<file path="src/rtl/param_fifo.sv">
// param_fifo: parameterised synchronous FIFO with occupancy flags and sticky overflow/underflow.
// Define FIFO_FWFT_EN for first-word-fall-through data_out; by default data_out is registered.
module param_fifo #(
  parameter int WIDTH     = 8,
  parameter int DEPTH     = 16,
  parameter int AFULL_TH  = 12,
  parameter int AEMPTY_TH = 4,
  localparam int CW       = $clog2(DEPTH + 1)
) (
  input  logic             clk,
  input  logic             reset,
  input  logic             clear,
  input  logic             write_enb,
  input  logic [WIDTH-1:0] data_in,
  input  logic             read,
  output logic [WIDTH-1:0] data_out,
  output logic             empty,
  output logic             full,
  output logic             almost_empty,
  output logic             almost_full,
  output logic [CW-1:0]    count,
  output logic             overflow,
  output logic             underflow
);

  localparam int PW = $clog2(DEPTH);
  localparam logic [PW-1:0] PTR_LAST = PW'(DEPTH - 1);

  logic [WIDTH-1:0] r_mem [0:DEPTH-1];
  logic [PW-1:0]    r_wr_ptr;
  logic [PW-1:0]    r_rd_ptr;
  logic [CW-1:0]    r_count;
  logic             r_overflow;
  logic             r_underflow;

  logic             w_empty;
  logic             w_full;
  logic             w_wr_accept;
  logic             w_rd_accept;
  logic [PW-1:0]    w_wr_ptr_nxt;
  logic [PW-1:0]    w_rd_ptr_nxt;

  // Flags decode straight from the registered occupancy, so they track count with no lag.
  assign w_empty = (r_count == '0);
  assign w_full  = (r_count == CW'(DEPTH));

  // Handshake: write_enb and read are requests; !full and !empty are their readies.
  // A request is taken on the rising edge where its ready is high and clear is low.
  assign w_wr_accept = write_enb && !w_full && !clear;
  assign w_rd_accept = read && !w_empty && !clear;

  // Explicit wrap keeps non-power-of-two depths inside the storage array.
  assign w_wr_ptr_nxt = (r_wr_ptr == PTR_LAST) ? '0 : r_wr_ptr + PW'(1);
  assign w_rd_ptr_nxt = (r_rd_ptr == PTR_LAST) ? '0 : r_rd_ptr + PW'(1);

  always_ff @(posedge clk or negedge reset) begin
    if (!reset) begin
      r_wr_ptr    <= '0;
      r_rd_ptr    <= '0;
      r_count     <= '0;
      r_overflow  <= 1'b0;
      r_underflow <= 1'b0;
    end else if (clear) begin
      r_wr_ptr    <= '0;
      r_rd_ptr    <= '0;
      r_count     <= '0;
      r_overflow  <= 1'b0;
      r_underflow <= 1'b0;
    end else begin
      if (w_wr_accept) r_wr_ptr <= w_wr_ptr_nxt;
      if (w_rd_accept) r_rd_ptr <= w_rd_ptr_nxt;
      case ({w_wr_accept, w_rd_accept})
        2'b10:   r_count <= r_count + CW'(1);
        2'b01:   r_count <= r_count - CW'(1);
        default: r_count <= r_count;
      endcase
      if (write_enb && w_full) r_overflow  <= 1'b1;
      if (read && w_empty)     r_underflow <= 1'b1;
    end
  end

  // Storage is never reset; a stray write during reset lands at slot 0, which the
  // next accepted write overwrites before any read can reach it.
  always_ff @(posedge clk) begin
    if (w_wr_accept) r_mem[r_wr_ptr] <= data_in;
  end

`ifdef FIFO_FWFT_EN
  assign data_out = w_empty ? '0 : r_mem[r_rd_ptr];
`else
  logic [WIDTH-1:0] r_data_out;

  always_ff @(posedge clk or negedge reset) begin
    if (!reset) begin
      r_data_out <= '0;
    end else if (clear) begin
      r_data_out <= '0;
    end else if (w_rd_accept) begin
      r_data_out <= r_mem[r_rd_ptr];
    end
  end

  assign data_out = r_data_out;
`endif

  assign empty        = w_empty;
  assign full         = w_full;
  assign almost_empty = (r_count <= CW'(AEMPTY_TH));
  assign almost_full  = (r_count >= CW'(AFULL_TH));
  assign count        = r_count;
  assign overflow     = r_overflow;
  assign underflow    = r_underflow;

endmodule

</file>
<file path="config.mk">
export PLATFORM = sky130hd
export DESIGN_NAME = param_fifo
export DESIGN_NICKNAME = d
export VERILOG_FILES = /design/src/rtl/param_fifo.sv
export SDC_FILE = /design/constraint.sdc
export NUM_CORES = 1
export LEC_CHECK = 0
export ABC_CLOCK_PERIOD_IN_PS = 4400
export BUFFER_PORTS_ARGS = -buffer_cell sky130_fd_sc_hd__buf_2
export CAP_MARGIN = 20
export CORE_MARGIN = 8
export CORE_UTILIZATION = 65
export CTS_CLUSTER_DIAMETER = 150
export DETAILED_ROUTE_END_ITERATION = 7
export GPL_TIMING_DRIVEN = 0
export PLACE_DENSITY = 0.84
export SLEW_MARGIN = 0
export SYNTH_ARGS = -nofsm -noshare
export SYNTH_HDL_FRONTEND = slang
export SYNTH_SLANG_ARGS = --single-unit
export TNS_END_PERCENT = 30
</file>
<file path="constraint.sdc">
create_clock -name clk -period 4.4 [get_ports clk]
set_clock_uncertainty 0.05 [all_clocks]
set_input_delay 0.44 -clock clk [delete_from_list [all_inputs] [get_ports clk]]
set_output_delay 0.44 -clock clk [all_outputs]
set_load 0.005 [all_outputs]
</file>
# Yosys cells after proc, flatten, opt, wreduce, memory -nomap -nowiden
# Memory sizes are Yosys's and may differ from the RTL's.
# Cells that the tools add are included.
dict set report op_classes {
  shifts 0
  n_bitwise 0
  n_eq_ne 5
  mul 0
  div_mod_pow 0
  n_addsub 4
  reduce_logical 15
  muxes 16
  n_lt_le_gt_ge 2
}
# op count
set op_table {}
lappend op_table {{4-bit two-way mux} 6}
lappend op_table {{8-bit two-way mux} 2}
lappend op_table {{5-bit case mux with 2 select lines} 1}
lappend op_table {{4-bit by 1-bit adder with 4-bit output (second input constant)} 2}
lappend op_table {{4-bit equality test (second input constant)} 2}
lappend op_table {{2-bit nonzero test} 4}
lappend op_table {{1-bit logical AND} 6}
lappend op_table {{1-bit two-way mux} 6}
lappend op_table {{5-bit by 1-bit adder with 5-bit output (second input constant)} 1}
lappend op_table {{5-bit equality test (second input constant)} 1}
lappend op_table {{5-bit by 4-bit >= comparator with 1-bit output (second input constant)} 1}
lappend op_table {{5-bit by 3-bit <= comparator with 1-bit output (second input constant)} 1}
lappend op_table {{5-bit logical NOT} 1}
lappend op_table {{5-bit two-way mux} 1}
lappend op_table {{5-bit by 1-bit subtractor with 5-bit output (second input constant)} 1}
lappend op_table {{1-bit logical NOT} 3}
lappend op_table {{3-bit nonzero test} 1}
lappend op_table {{2-bit by 1-bit equality test with 1-bit output (second input constant)} 1}
lappend op_table {{2-bit equality test (second input constant)} 1}
dict set report totals {
  regBits 23
  mem_count 1
  elab_cells 49
  romBits 0
  latchBits 0
  mem_bits_rw 128
  output_inout_bits 19
  in_bits 13
}
# memory words width read_ports rd_clocked_by_memory_dff write_ports line
set memory_table {}
lappend memory_table {r_mem 16 8 1 0 1 29} ;# logic [WIDTH-1:0] r_mem [0:DEPTH-1];

# Longest topological paths before layout
# Gate-level depths: netlist (run 1).
dict set report logic_depth {
  word_depth 7
  depth_mapped 10
  depth_no_buf 9
}

# Least setup slack after synthesis (run 1)
# Ideal clock, no wire load.
dict set report synth_timing {
  path_type {reg-to-reg}
  from {reg r_count[2], in the netlist count[2]}
  to {reg r_count[4], in the netlist count[4]}
  stages_incl_launch_ff 11
  arrival_ns 2.370
  setup_ns 0.122
  period_less_slack_ns 2.542
  path_slack_ns 1.858
  t_required_ns 4.228
  path_buffers 1
  cell_sequence {dfrtp_1 > buf_2 > o41a_1 > a211oi_1 > xnor2_1 > ha_1 > o31a_1 > o21a_1 > o22ai_1 > xnor2_1 > a32o_1}
}
dict set report synth_between {
  elab_chain_cells 7
  word_cells_on_any_way 15
  cone_classes {add/sub (2); eq/ne (3); mux (2); reduce/logical (8)}
}
# item line
set synth_rtl {}
lappend synth_rtl {{from (decl)} 32} ;# logic [CW-1:0] r_count;
lappend synth_rtl {{from (signal assigned)} 73} ;# 2'b10: r_count <= r_count + CW'(1);
lappend synth_rtl {{from (signal assigned)} 74} ;# 2'b01: r_count <= r_count - CW'(1);
lappend synth_rtl {{from (signal assigned)} 75} ;# default: r_count <= r_count;
lappend synth_rtl {{5-bit equality test / 5-bit logical NOT (equally long branches)} {45, 44}}
lappend synth_rtl {{1-bit logical NOT, on equally long branches} {49, 50}}
lappend synth_rtl {{1-bit logical AND, on equally long branches (2 in series)} {49, 50}}
lappend synth_rtl {{2-bit by 1-bit equality test with 1-bit output / 2-bit equality test (equally long branches)} 72} ;# case ({w_wr_accept, w_rd_accept})
lappend synth_rtl {{5-bit case mux with 2 select lines} 72}
lappend synth_rtl {{5-bit two-way mux} 63} ;# end else if (clear) begin
# Parallel ways exist; a longest one is shown, timed or not.
# A chain may end at the register's enable or synchronous reset.

# Worst setup path in the final report (run 1)
dict set report layout_timing {
  from {reg r_count[1], in the netlist count[1]}
  to {reg r_count[4], in the netlist count[4]}
}
# Same word-level chain as after synthesis.

==> results of run 1 <==
-- sequential cells by signal, summed over array words and instances, names as in the netlist --
register	count
count	5
data_out	8
overflow	1
r_mem	128
r_rd_ptr	4
r_wr_ptr	4
underflow	1
-- where the power goes --
part           leakage (nW)  switching [mW]  internal [mW]
logic                 0.710           0.423          0.370
clock network         0.299           0.569          0.980
registers              1.47          0.0569           1.61
-- critical path, cell delays in order, from the launching register on --
cell,delay [ps]
dfrtp_1,510
o41a_1,510
a211oi_1,480
xnor2_1,140
ha_1,270
o31a_1,270
o21a_1,100
o22ai_1,180
xnor2_1,100
a32o_1,210
-- final timing paths --
kind | from | end | slack [ps] | cells past startpoint
min in group asynchronous | reset | data_out[4] | 380 | 2
setup reg to reg | count[1] | count[4] | 1460 | 9
hold reg to reg | data_out[6] | data_out[6] | 450 | 1
max in group asynchronous | reset | data_out[7] | 3570 | 2
setup / recovery | count[1] | count[4] | 1460 | 9
hold / removal | data_in[6] | r_mem[1][6] | 240 | 1
-- Yosys cell counts (all sizes together) (4+ instances only) --
cell type  count  area, µm²
a211oi         9      67.56
a21oi         22      110.1
a22o           9      78.83
buf            8      43.78
clkbuf        12      45.04
dfrtp         23      575.6
edfxtp       128       3844
ha             7      87.58
inv            5      18.77
mux2i          8      80.08
mux4          32      720.7
nand2         17      63.81
nand3          4      20.02
nor2          24      90.09
nor2b          8      50.05
nor3           5      25.02
o21ai          7      38.78
or4            4      33.78
xnor2          5      43.79
-- repair_timing --
| item | 4_1_cts | 5_1_grt |
|---|---|---|
| gates resized for setup | 0 | 0 |
| hold endpoints to repair | 23 | 0 |
| hold buffers | 1 | 0 |
-- kinds of logic after synthesis --
group                      after synthesis  synth area share
DFF                                    151            0.7082
and+or+nand+nor                         69           0.05494
AOI/OAI and AO/OA                       59           0.06377
muxes                                   42            0.1319
buffers and inverters                   25           0.01724
xor gates and xnor gates                 7          0.009826
adders and majority gates                7           0.01404
-- cell type report --
| cell class | count | area (µm²) | share of cell area |
|---|---|---|---|
| Tap cell | 129 | 161.4 | 0.02238 |
| Clock inverter | 12 | 201.4 | 0.02793 |
| Timing Repair Buffer | 34 | 185.2 | 0.02567 |
| Multi-Input combinational cell | 184 | 1713 | 0.2375 |
| Clock buffer | 20 | 425.4 | 0.05898 |
| Sequential cell | 151 | 4419 | 0.6127 |
| Buffer | 20 | 88.84 | 0.01232 |
| Inverter | 5 | 18.77 | 0.002602 |
-- metal layers --
metal  share of wire  track usage  up-vias
met5               0            0        -
met4           0.016      0.08252        0
met3           0.066      0.04437       20
met2            0.52       0.3608      186
met1            0.40       0.2836     1820
li1                -            -     1537
==> out/metrics.csv, run 1 <==
stage,metric,value,unit
power,ratio of total power to cell area,555.9,nW/µm²
floorplan,area enclosed by the die boundary,12990,µm²
global_route,first-pass GRT wire length,20560,µm
clock_tree,clk_lat worst skew,530,ps
timing,unrepaired setup endpoints after global routing,false,
clock_tree,post-CTS clock slew at the launch and capture registers of the worst setup and hold paths,60,ps
clock_tree,CTS sink count,151,
floorplan,horizontal die dimension,114.0,µm
routing,drc violations,0,
logic_synthesis,count of cell types in the netlist,41,
routing,router iterations before antenna repair,5,
power,post-route total power,4.010,mW
routing,via count,3563,
clock_tree,root buffer cell,clkbuf_8,
logic_synthesis,"Net Count, Synth",380,
global_route,global-route usage over all layers,0.2194,
routing,vias per std cell,6.420,
logic_synthesis,share of flip-flops with an asynchronous set or reset,0.1523,
worst_setup_path,category of the critical setup timing path,reg -> reg,
floorplan,initial standard-cell utilization of the core,0.6721,
global_route,GRT Residual Overflow,0,
routing,remaining antenna violation count after routing,0,
timing,Max Slew Vio Count,0,
timing,transition time of the tightest slew-check pin,852.7,ps
final_layout,fraction of layout cells with a size suffix above 1,0.2535,
power,Lkg Pwr,2.475,nW
final_layout,final core occ,0.7770,
clock_tree,Clock H-tree levels,4,
logic_synthesis,yosys synthesis warning count,0,
worst_setup_path,kind of end point of the critical path,flop,
floorplan,core outline area,9284,µm²
logic_synthesis,"Seq/Total Area, Yosys",0.7082,
placed_design,Cells after DPL,522,
worst_setup_path,critical path launch point type,flop,
logic_synthesis,number of storage elements in the synthesis netlist,151,
worst_setup_path,arrival time of the worst setup path,3310,ps
floorplan,number of top-level pins,32,
logic_synthesis,cell count after synthesis,360,
clock_tree,post-CTS setup buffer count,0,
final_layout,area growth from synthesis to final layout,15.60,%
final_layout,finished layout cell area,7213,µm²
final_layout,Final Net Count,433,
global_route,vias in the first global route,3562,
routing,routed len/inst,24.39,µm
power,maximum vdd ir drop,0.0003538,V
flow_run,max-cap violation count,0,
floorplan,die span in y,114.0,µm
logic_synthesis,most used flip-flop cell after synthesis,edfxtp_1,
timing,min Tclk post-route,2942,ps
timing,worst hold margin,244.1,ps
final_layout,Post-Layout Cell Count,555,
hold_path,type of the worst min-delay path,in -> reg,
clock_tree,Max Root-Sink Buffers,2,
placed_design,Final GP Congestion,0.8396,
placed_design,sum of net half-perimeters after detailed placement,8440,µm
final_layout,most frequent cells in the layout,"edfxtp_1, buf_2, mux4_2, nor2_1, dfrtp_1",
run_status,status,"complete, no violations",
global_route,maximum number of pins on one net before global-route repair,24,
final_layout,total inserted antenna cells,0,
timing,setup slack after layout,1458,ps
timing,TNS Setup,0,ps
routing,number of DRC markers after the initial detailed-route iteration,415,
timing,peak clock frequency supported by timing,0.3399,GHz
timing,relative slew slack,0.4294,
clock_tree,CTS Buf Count,17,
timing,number of setup violations in the final report,0,
timing,Final Hold Fails,0,
logic_synthesis,mean area per synthesized cell,17.33,µm²
worst_setup_path,Crit path required time,4770,ps
timing,fraction of the cycle the final worst path needs,0.6687,
clock_tree,CTS tree,done,
global_route,number of antenna violations at the first check in global routing,0,
final_layout,filler cell count in the final layout,528,
placed_design,setup slack after placement,1520,ps
placed_design,number of input and output port buffers inserted,29,
logic_synthesis,post-synthesis instance area,6240,µm²
floorplan,Placement Rows,35,
logic_synthesis,"EDFF count, synth",128,
routing,Routed WL,13540,µm
final_layout,"commonest non-fill, non-tap cell in the layout",edfxtp_1,
worst_setup_path,highest net fanout along the worst path,9,
placed_design,"Cell Area, Placed",6576,µm²
No activity file was read; power rests on OpenSTA's default activity.
==> run 2: changes to the inputs <==
ABC_CLOCK_PERIOD_IN_PS = 2400   (was 4400)
CORE_UTILIZATION = 55   (was 65)
PLACE_DENSITY = 0.76   (was 0.84)
clock period = 2.4 ns   (was 4.4 ns; I/O delays follow)
==> run 2 against run 1 <==
Compared with the run above:
- the run now ends with setup timing left
- via count decreased by 2.4%
- non-clock buffer count up 10
- register-to-register slack got worse by 1600 ps
- die area increased by 16%
- fmax grew 17%
- sequential share of layout area decreased by 1.3 points
- highest routed layer unchanged
==> out/metrics.csv, run 2 (synthesis gave the netlist of run 1 again) <==
stage,metric,value,unit,change
run_status,status,"finished, violations left",,
run_status,failing checks,setup timing,,
routing,drc violations,0,,unchanged
routing,Routed WL,12760,µm,-5.7%
worst_setup_path,critical path launch point type,flop,,
worst_setup_path,cell depth of the worst setup path,10,,+1
final_layout,filler cell count in the final layout,751,,+42%
final_layout,area growth from synthesis to final layout,18.17,%,
timing,relative slew slack,0.5336,,+0.1042
placed_design,Cells after DPL,536,,+2.7%
worst_setup_path,sum of buffers and inverters on the critical path,1,,+1
routing,vias per std cell,6.009,,-6.4%
worst_setup_path,Worst Reg2Reg Path Length in Cells,10,,+1
worst_setup_path,Crit path top cell by count,xnor2_1,,
worst_setup_path,Crit path required time,2640,ps,-2130 ps
flow_run,max-cap violation count,0,,unchanged
final_layout,total inserted antenna cells,0,,unchanged
floorplan,die span in y,122.5,µm,+7.5%
hold_path,launch instance of the worst min-delay path,write_enb,,
routing,via count,3479,,-2.4%
final_layout,fraction of layout cells with a size suffix above 1,0.3349,,+0.08134
global_route,maximum number of pins on one net before global-route repair,24,,unchanged
global_route,number of antenna violations at the first check in global routing,0,,unchanged
power,ratio of total power to cell area,978.0,nW/µm²,+76%
placed_design,"Cell Area, Placed",6596,µm²,+0.30%
final_layout,"commonest non-fill, non-tap cell in the layout",edfxtp_1,,
placed_design,number of input and output port buffers inserted,29,,unchanged
worst_setup_path,"setup slack, reg-to-reg",-110,ps,-1560 ps
final_layout,largest reg by FF count,r_mem,,
worst_setup_path,arrival time of the worst setup path,2750,ps,-560 ps
global_route,global-route usage over all layers,0.1827,,-0.03677
routing,routed len/inst,22.04,µm,-9.6%
routing,router iterations before antenna repair,5,,unchanged
placed_design,Final GP Congestion,0.8840,,+5.3%
final_layout,Post-Layout Cell Count,579,,+4.3%
worst_setup_path,CP startpoint,count[1],,
power,Flop pwr share,0.423,,+0.007
worst_setup_path,critical path's largest stage delay,440,ps,-70 ps
global_route,first-pass GRT wire length,20040,µm,-2.6%
final_layout,most frequent cells in the layout,"edfxtp_1, buf_2, mux4_2, a21oi_1, dfrtp_1",,
power,maximum vdd ir drop,0.0005971,V,+69%
routing,number of DRC markers after the initial detailed-route iteration,293,,-29%
timing,unrepaired setup endpoints after global routing,true,,
floorplan,Placement Rows,39,,+11%
timing,fraction of the cycle the final worst path needs,1.044,,+0.3753
final_layout,finished layout cell area,7373,µm²,+2.2%
worst_setup_path,kind of end point of the critical path,flop,,
clock_tree,CTS sink count,151,,unchanged
clock_tree,clk_lat worst skew,410,ps,-120 ps
worst_setup_path,category of the critical setup timing path,reg -> reg,,
timing,transition time of the tightest slew-check pin,699.6,ps,-153.1 ps
clock_tree,Clock H-tree levels,4,,unchanged
floorplan,initial standard-cell utilization of the core,0.5560,,-0.1161
timing,number of setup violations in the final report,2,,+2
timing,min Tclk post-route,2506,ps,-436.6 ps
floorplan,area enclosed by the die boundary,15010,µm²,+16%
power,fraction of power consumed by the clock network,0.351,,-0.035
clock_tree,CTS tree,done,,
worst_setup_path,worst reg2reg path startpoint,count[1],,
floorplan,core outline area,11220,µm²,+21%
global_route,vias in the first global route,3572,,+0.28%
power,Net Sw Power,1.928,mW,+84%
hold_path,type of the worst min-delay path,in -> reg,,
power,internal cell power,5.284,mW,+78%
worst_setup_path,Top delay family on crit path,compound AO/OA/AOI/OAI gates,,
final_layout,max FFs per register,128,,unchanged
clock_tree,root buffer cell,clkbuf_16,,
worst_setup_path,crit path to,count[4],,
worst_setup_path,end of the worst register-to-register path,count[4],,
clock_tree,post-CTS clock slew at the launch and capture registers of the worst setup and hold paths,60,ps,about the same
worst_setup_path,critical path's slowest cell,dfrtp_2,,
timing,Max Slew Vio Count,0,,unchanged
routing,remaining antenna violation count after routing,0,,unchanged
power,switching part of the total,0.2673,,+0.005726
timing,worst hold margin,162.7,ps,-81.43 ps
clock_tree,CTS Buf Count,17,,unchanged
worst_setup_path,cells along the critical path,buf_4 > nor4_4 > a211oi_4 > xnor2_1 > ha_2 > o31a_1 > o21a_1 > o22ai_2 > xnor2_1 > a32o_1,,
timing,setup slack after layout,-105.6,ps,-1563 ps
timing,Final Hold Fails,0,,unchanged
power,Lkg Pwr,2.534,nW,+2.4%
floorplan,horizontal die dimension,122.5,µm,+7.5%
placed_design,sum of net half-perimeters after detailed placement,8336,µm,-1.2%
final_layout,Final Net Count,443,,+2.3%
power,portion of total power attributed to combinational logic,0.227,,+0.029
timing,peak clock frequency supported by timing,0.3991,GHz,+17%
worst_setup_path,highest net fanout along the worst path,6,,-3
clock_tree,Max Root-Sink Buffers,2,,unchanged
global_route,GRT Residual Overflow,0,,unchanged
floorplan,number of top-level pins,32,,unchanged
## run 2: cell types whose count changed in the layout (fill, tap and decap cells not counted), moves of 4 or more
cell / delta
clkbuf_1: -6
nor3_1: -4
nor2_1: -12
nor2_2: +12
buf_4: +7
## run 2: cell type report
| type | instances | area (µm²) | share of cell area |
|---|---|---|---|
| plain buffers | 19 | 111.4 | 0.01510 |
| clock buffers | 19 | 432.9 | 0.05871 |
| clock inverters | 13 | 127.6 | 0.01731 |
| inverters | 5 | 18.77 | 0.002545 |
| multi-input cells | 184 | 1823 | 0.2472 |
| flip-flops and latches | 151 | 4423 | 0.5999 |
| well taps | 143 | 178.9 | 0.02427 |
| repair buffers | 45 | 257.7 | 0.03496 |
## run 2: what timing repair did
item / 4_1_cts / 5_1_grt
buffers inserted: 0 / 11
hold buffers: 1 / 0
endpoints found under the hold margin: 23 / 0
endpoints found under the setup margin: 82 / 90
resized for setup: 18 / 20
pin swaps: 1 / 0
## run 2: how the worst min path moves through the flow
stage                              to  slack [ps]  depth (start not counted)
final                        overflow         160                          3
after global routing      r_mem[8][2]         180                          1
after CTS                    overflow         130                          3
after detailed placement    underflow         200                          1
after global placement      underflow         190                          1
after floorplan              count[0]        -110                          0
## run 2: power by group through the flow
| stage | sequential (mW) | combinational [mW] | clock (mW) |
|---|---|---|---|
| after CTS | 3.06 | 1.49 | 2.56 |
| after global placement | 3.11 | 1.41 | 0 |
| final | 3.05 | 1.64 | 2.53 |
| after global routing | 3.06 | 1.77 | 2.68 |
| after floorplan | 3.10 | 1.00 | 0 |
| after detailed placement | 3.11 | 1.46 | 0 |
## run 2: worst register-to-register path: stages, from the launching register on
cell and delay, ps:
dfrtp_2 440, buf_4 150, nor4_4 440, a211oi_4 140
xnor2_1 150, ha_2 200, o31a_1 240, o21a_1 110
o22ai_2 170, xnor2_1 100, a32o_1 200
## run 2: per-layer routing
layer	share of wire	vias to the layer above	GRT usage
li1	-	1554	-
met1	0.41	1785	0.2400
met2	0.49	120	0.2829
met3	0.065	20	0.04830
met4	0.026	0	0.08149
met5	0	-	0
## run 2: through the flow
stage	power [mW]	setup slack, ps	TNS [ps]	util
global placement	4.520	-364.1	-13450	0.5860
global route	7.513	-141.0	-1023	0.6570
floorplan	4.103	-9.349	-11.97	-
detailed placement	4.567	-224.3	-5074	0.5877
CTS	7.104	-193.2	-592.7	0.6435
finish	7.211	-105.6	-168.5	0.6570
==> run 3: changes to the inputs <==
BUFFER_PORTS_ARGS = unset   (was -buffer_cell sky130_fd_sc_hd__buf_2)
CORE_UTILIZATION = 57   (was 55)
DONT_BUFFER_PORTS = 1   (was unset)
PLACE_DENSITY = 0.75   (was 0.76)
==> run 3 against run 2 <==
Compared with the run above:
- the flow still finishes with violations (setup timing)
- global-route usage increased by 0.42 points
- fmax decreased by 1.8%
- via count decreased by 2.1%
- critical path depth decreased by 1
- final cell count decreased by 4.0%
- die area decreased by 3.1%
- non-clock buffer count decreased by 20
- register-to-register slack got worse by 40 ps
- critical path type unchanged
==> out/metrics.csv, run 3 (synthesis gave the netlist of run 1 again) <==
stage,metric,value,unit,change
run_status,status,"finished, violations left",,
run_status,failing checks,setup timing,,
final_layout,final core occ,0.6857,,+0.02876
global_route,vias in the first global route,3499,,-2.0%
clock_tree,CTS tree,done,,
routing,vias per std cell,6.126,,+2.0%
power,Flop pwr share,0.432,,+0.009
routing,via count,3406,,-2.1%
global_route,global-route usage over all layers,0.1869,,+0.004242
floorplan,area enclosed by the die boundary,14550,µm²,-3.1%
final_layout,total inserted antenna cells,0,,unchanged
global_route,number of antenna violations at the first check in global routing,0,,unchanged
timing,setup slack after layout,-150.6,ps,-44.99 ps
placed_design,sum of net half-perimeters after detailed placement,8191,µm,-1.7%
worst_setup_path,cells along the critical path,o41a_1 > a211oi_2 > xnor2_1 > ha_2 > o31a_1 > o21a_1 > o22ai_2 > xnor2_1 > a32o_1,,
timing,Max Slew Vio Count,0,,unchanged
timing,number of setup violations in the final report,2,,unchanged
clock_tree,clk_lat worst skew,530,ps,+120 ps
floorplan,die span in y,120.6,µm,-1.5%
clock_tree,post-CTS clock slew at the launch and capture registers of the worst setup and hold paths,60,ps,about the same
global_route,GRT Residual Overflow,0,,unchanged
final_layout,most frequent cells in the layout,"edfxtp_1, mux4_2, a21oi_1, dfrtp_1, clkbuf_16",,
clock_tree,root buffer cell,clkbuf_8,,
timing,min Tclk post-route,2551,ps,+44.99 ps
worst_setup_path,worst reg2reg path startpoint,count[1],,
routing,router iterations before antenna repair,4,,-1
worst_setup_path,CP startpoint,count[1],,
worst_setup_path,Crit path top cell by count,xnor2_1,,
power,fraction of power consumed by the clock network,0.362,,+0.011
power,ratio of total power to cell area,968.5,nW/µm²,-0.98%
worst_setup_path,sum of buffers and inverters on the critical path,0,,-1
routing,drc violations,0,,unchanged
final_layout,Post-Layout Cell Count,556,,-4.0%
timing,peak clock frequency supported by timing,0.3921,GHz,-1.8%
global_route,first-pass GRT wire length,19740,µm,-1.5%
floorplan,initial standard-cell utilization of the core,0.5807,,+0.02473
routing,number of DRC markers after the initial detailed-route iteration,441,,+51%
floorplan,core outline area,10750,µm²,-4.3%
placed_design,number of input and output port buffers inserted,0,,-100%
clock_tree,CTS sink count,151,,unchanged
timing,transition time of the tightest slew-check pin,779.3,ps,+79.67 ps
worst_setup_path,critical path's slowest cell,dfrtp_2,,
power,internal cell power,5.246,mW,-0.71%
final_layout,area growth from synthesis to final layout,18.09,%,about the same
worst_setup_path,category of the critical setup timing path,reg -> reg,,
routing,routed len/inst,23.25,µm,+5.5%
worst_setup_path,arrival time of the worst setup path,2920,ps,+170 ps
worst_setup_path,highest net fanout along the worst path,7,,+1
routing,Routed WL,12930,µm,+1.3%
worst_setup_path,critical path's largest stage delay,470,ps,+30 ps
worst_setup_path,Top delay family on crit path,compound AO/OA/AOI/OAI gates,,
clock_tree,Max Root-Sink Buffers,2,,unchanged
final_layout,fraction of layout cells with a size suffix above 1,0.2813,,-0.05361
floorplan,Placement Rows,38,,-2.6%
clock_tree,CTS Buf Count,17,,unchanged
worst_setup_path,critical path launch point type,flop,,
routing,remaining antenna violation count after routing,0,,unchanged
timing,TNS Setup,-251.2,ps,-82.70 ps
power,switching part of the total,0.2648,,-0.002510
power,portion of total power attributed to combinational logic,0.206,,-0.021
final_layout,Final Net Count,423,,-4.5%
power,Lkg Pwr,2.438,nW,-3.8%
worst_setup_path,crit path to,count[4],,
final_layout,largest reg by FF count,r_mem,,
power,maximum vdd ir drop,0.0005405,V,-9.5%
power,Net Sw Power,1.890,mW,-2.0%
worst_setup_path,cell depth of the worst setup path,9,,-1
power,post-route total power,7.136,mW,-1.0%
placed_design,Cells after DPL,504,,-6.0%
worst_setup_path,end of the worst register-to-register path,count[4],,
timing,relative slew slack,0.4805,,-0.05311
global_route,maximum number of pins on one net before global-route repair,24,,unchanged
timing,Final Hold Fails,0,,unchanged
placed_design,Final GP Congestion,0.8386,,-5.1%
worst_setup_path,kind of end point of the critical path,flop,,
floorplan,number of top-level pins,32,,unchanged
final_layout,max FFs per register,128,,unchanged
worst_setup_path,Crit path required time,2770,ps,+130 ps
clock_tree,Clock H-tree levels,4,,unchanged
hold_path,type of the worst min-delay path,in -> reg,,
timing,fraction of the cycle the final worst path needs,1.063,,+0.01874
worst_setup_path,"setup slack, reg-to-reg",-150,ps,-40 ps
final_layout,"commonest non-fill, non-tap cell in the layout",edfxtp_1,,
timing,unrepaired setup endpoints after global routing,true,,
worst_setup_path,Worst Reg2Reg Path Length in Cells,9,,-1
flow_run,max-cap violation count,0,,unchanged
floorplan,horizontal die dimension,120.6,µm,-1.5%
run 3: changes by cell type in the layout (fill, tap and decap cells not counted), moves of 2 or more:
| cell | change |
|---|---|
| buf_2 | -33 |
| dlygate4sd3_1 | +10 |
| buf_4 | -2 |
| clkbuf_1 | +2 |
| clkbuf_2 | -2 |
| inv_6 | -2 |
| nand2_1 | -2 |
| nand2_2 | +2 |
run 3: cell type report:
class | instances | area [µm²]
clock inverter | 14 | 157.7
sequential | 151 | 4423
inverter | 5 | 18.77
clock buffer | 18 | 417.9
multi-input combinational | 184 | 1834
tap | 140 | 175.2
buffer | 20 | 112.6
fill | 666 | 3377
timing repair buffer | 24 | 229.0
run 3: metrics by stage:
stage	hold slack [ps]	setup slack (ps)	area, µm²
3_5_place_dp	-104.9	-186.4	6457
4_1_cts	11.25	-170.7	7246
2_1_floorplan	-105.6	-9.349	6252
3_3_place_gp	-104.9	-393.9	6427
6_report	43.72	-150.6	7368
5_1_grt	47.02	-283.5	7368
run 3: how the worst min path moves through the flow:
stage | to | from | depth (start not counted) | slack (ps)
after floorplan | count[0] | reset | 0 | -110
after global placement | data_out[7] | reset | 0 | -100
after detailed placement | data_out[3] | reset | 0 | -100
after CTS | r_wr_ptr[1] | write_enb | 3 | 10
after global routing | r_wr_ptr[1] | write_enb | 3 | 50
final | r_wr_ptr[1] | write_enb | 3 | 40
run 3: power by group through the flow:
stage | logic, mW | registers, mW | clock network [mW]
3_3_place_gp | 1.24 | 3.13 | 0
5_1_grt | 1.59 | 3.10 | 2.73
2_1_floorplan | 1.00 | 3.10 | 0
6_report | 1.47 | 3.08 | 2.59
3_5_place_dp | 1.26 | 3.14 | 0
4_1_cts | 1.40 | 3.09 | 2.62
run 3: per-layer routing:
| metal | part of all wire | track usage | vias to the layer above |
|---|---|---|---|
| met2 | 0.49 | 0.2907 | 141 |
| met5 | 0 | 0 | - |
| li1 | - | - | 1514 |
| met1 | 0.41 | 0.2371 | 1729 |
| met3 | 0.083 | 0.06247 | 22 |
| met4 | 0.020 | 0.07806 | 0 |
run 3: worst reg2reg max path, cell delays in order (launching register included):
cell	delay, ps
dfrtp_2	470
o41a_1	470
a211oi_2	300
xnor2_1	120
ha_2	220
o31a_1	240
o21a_1	120
o22ai_2	170
xnor2_1	90
a32o_1	200
run 3: timing repair:
item                                    in CTS  in global routing
endpoints found under the setup margin     129                130
pin swaps                                    9                  8
hold buffers                                10                  1
hold endpoints to repair                   155                  3
setup buffers                                6                  2
resized for setup                           22                 17
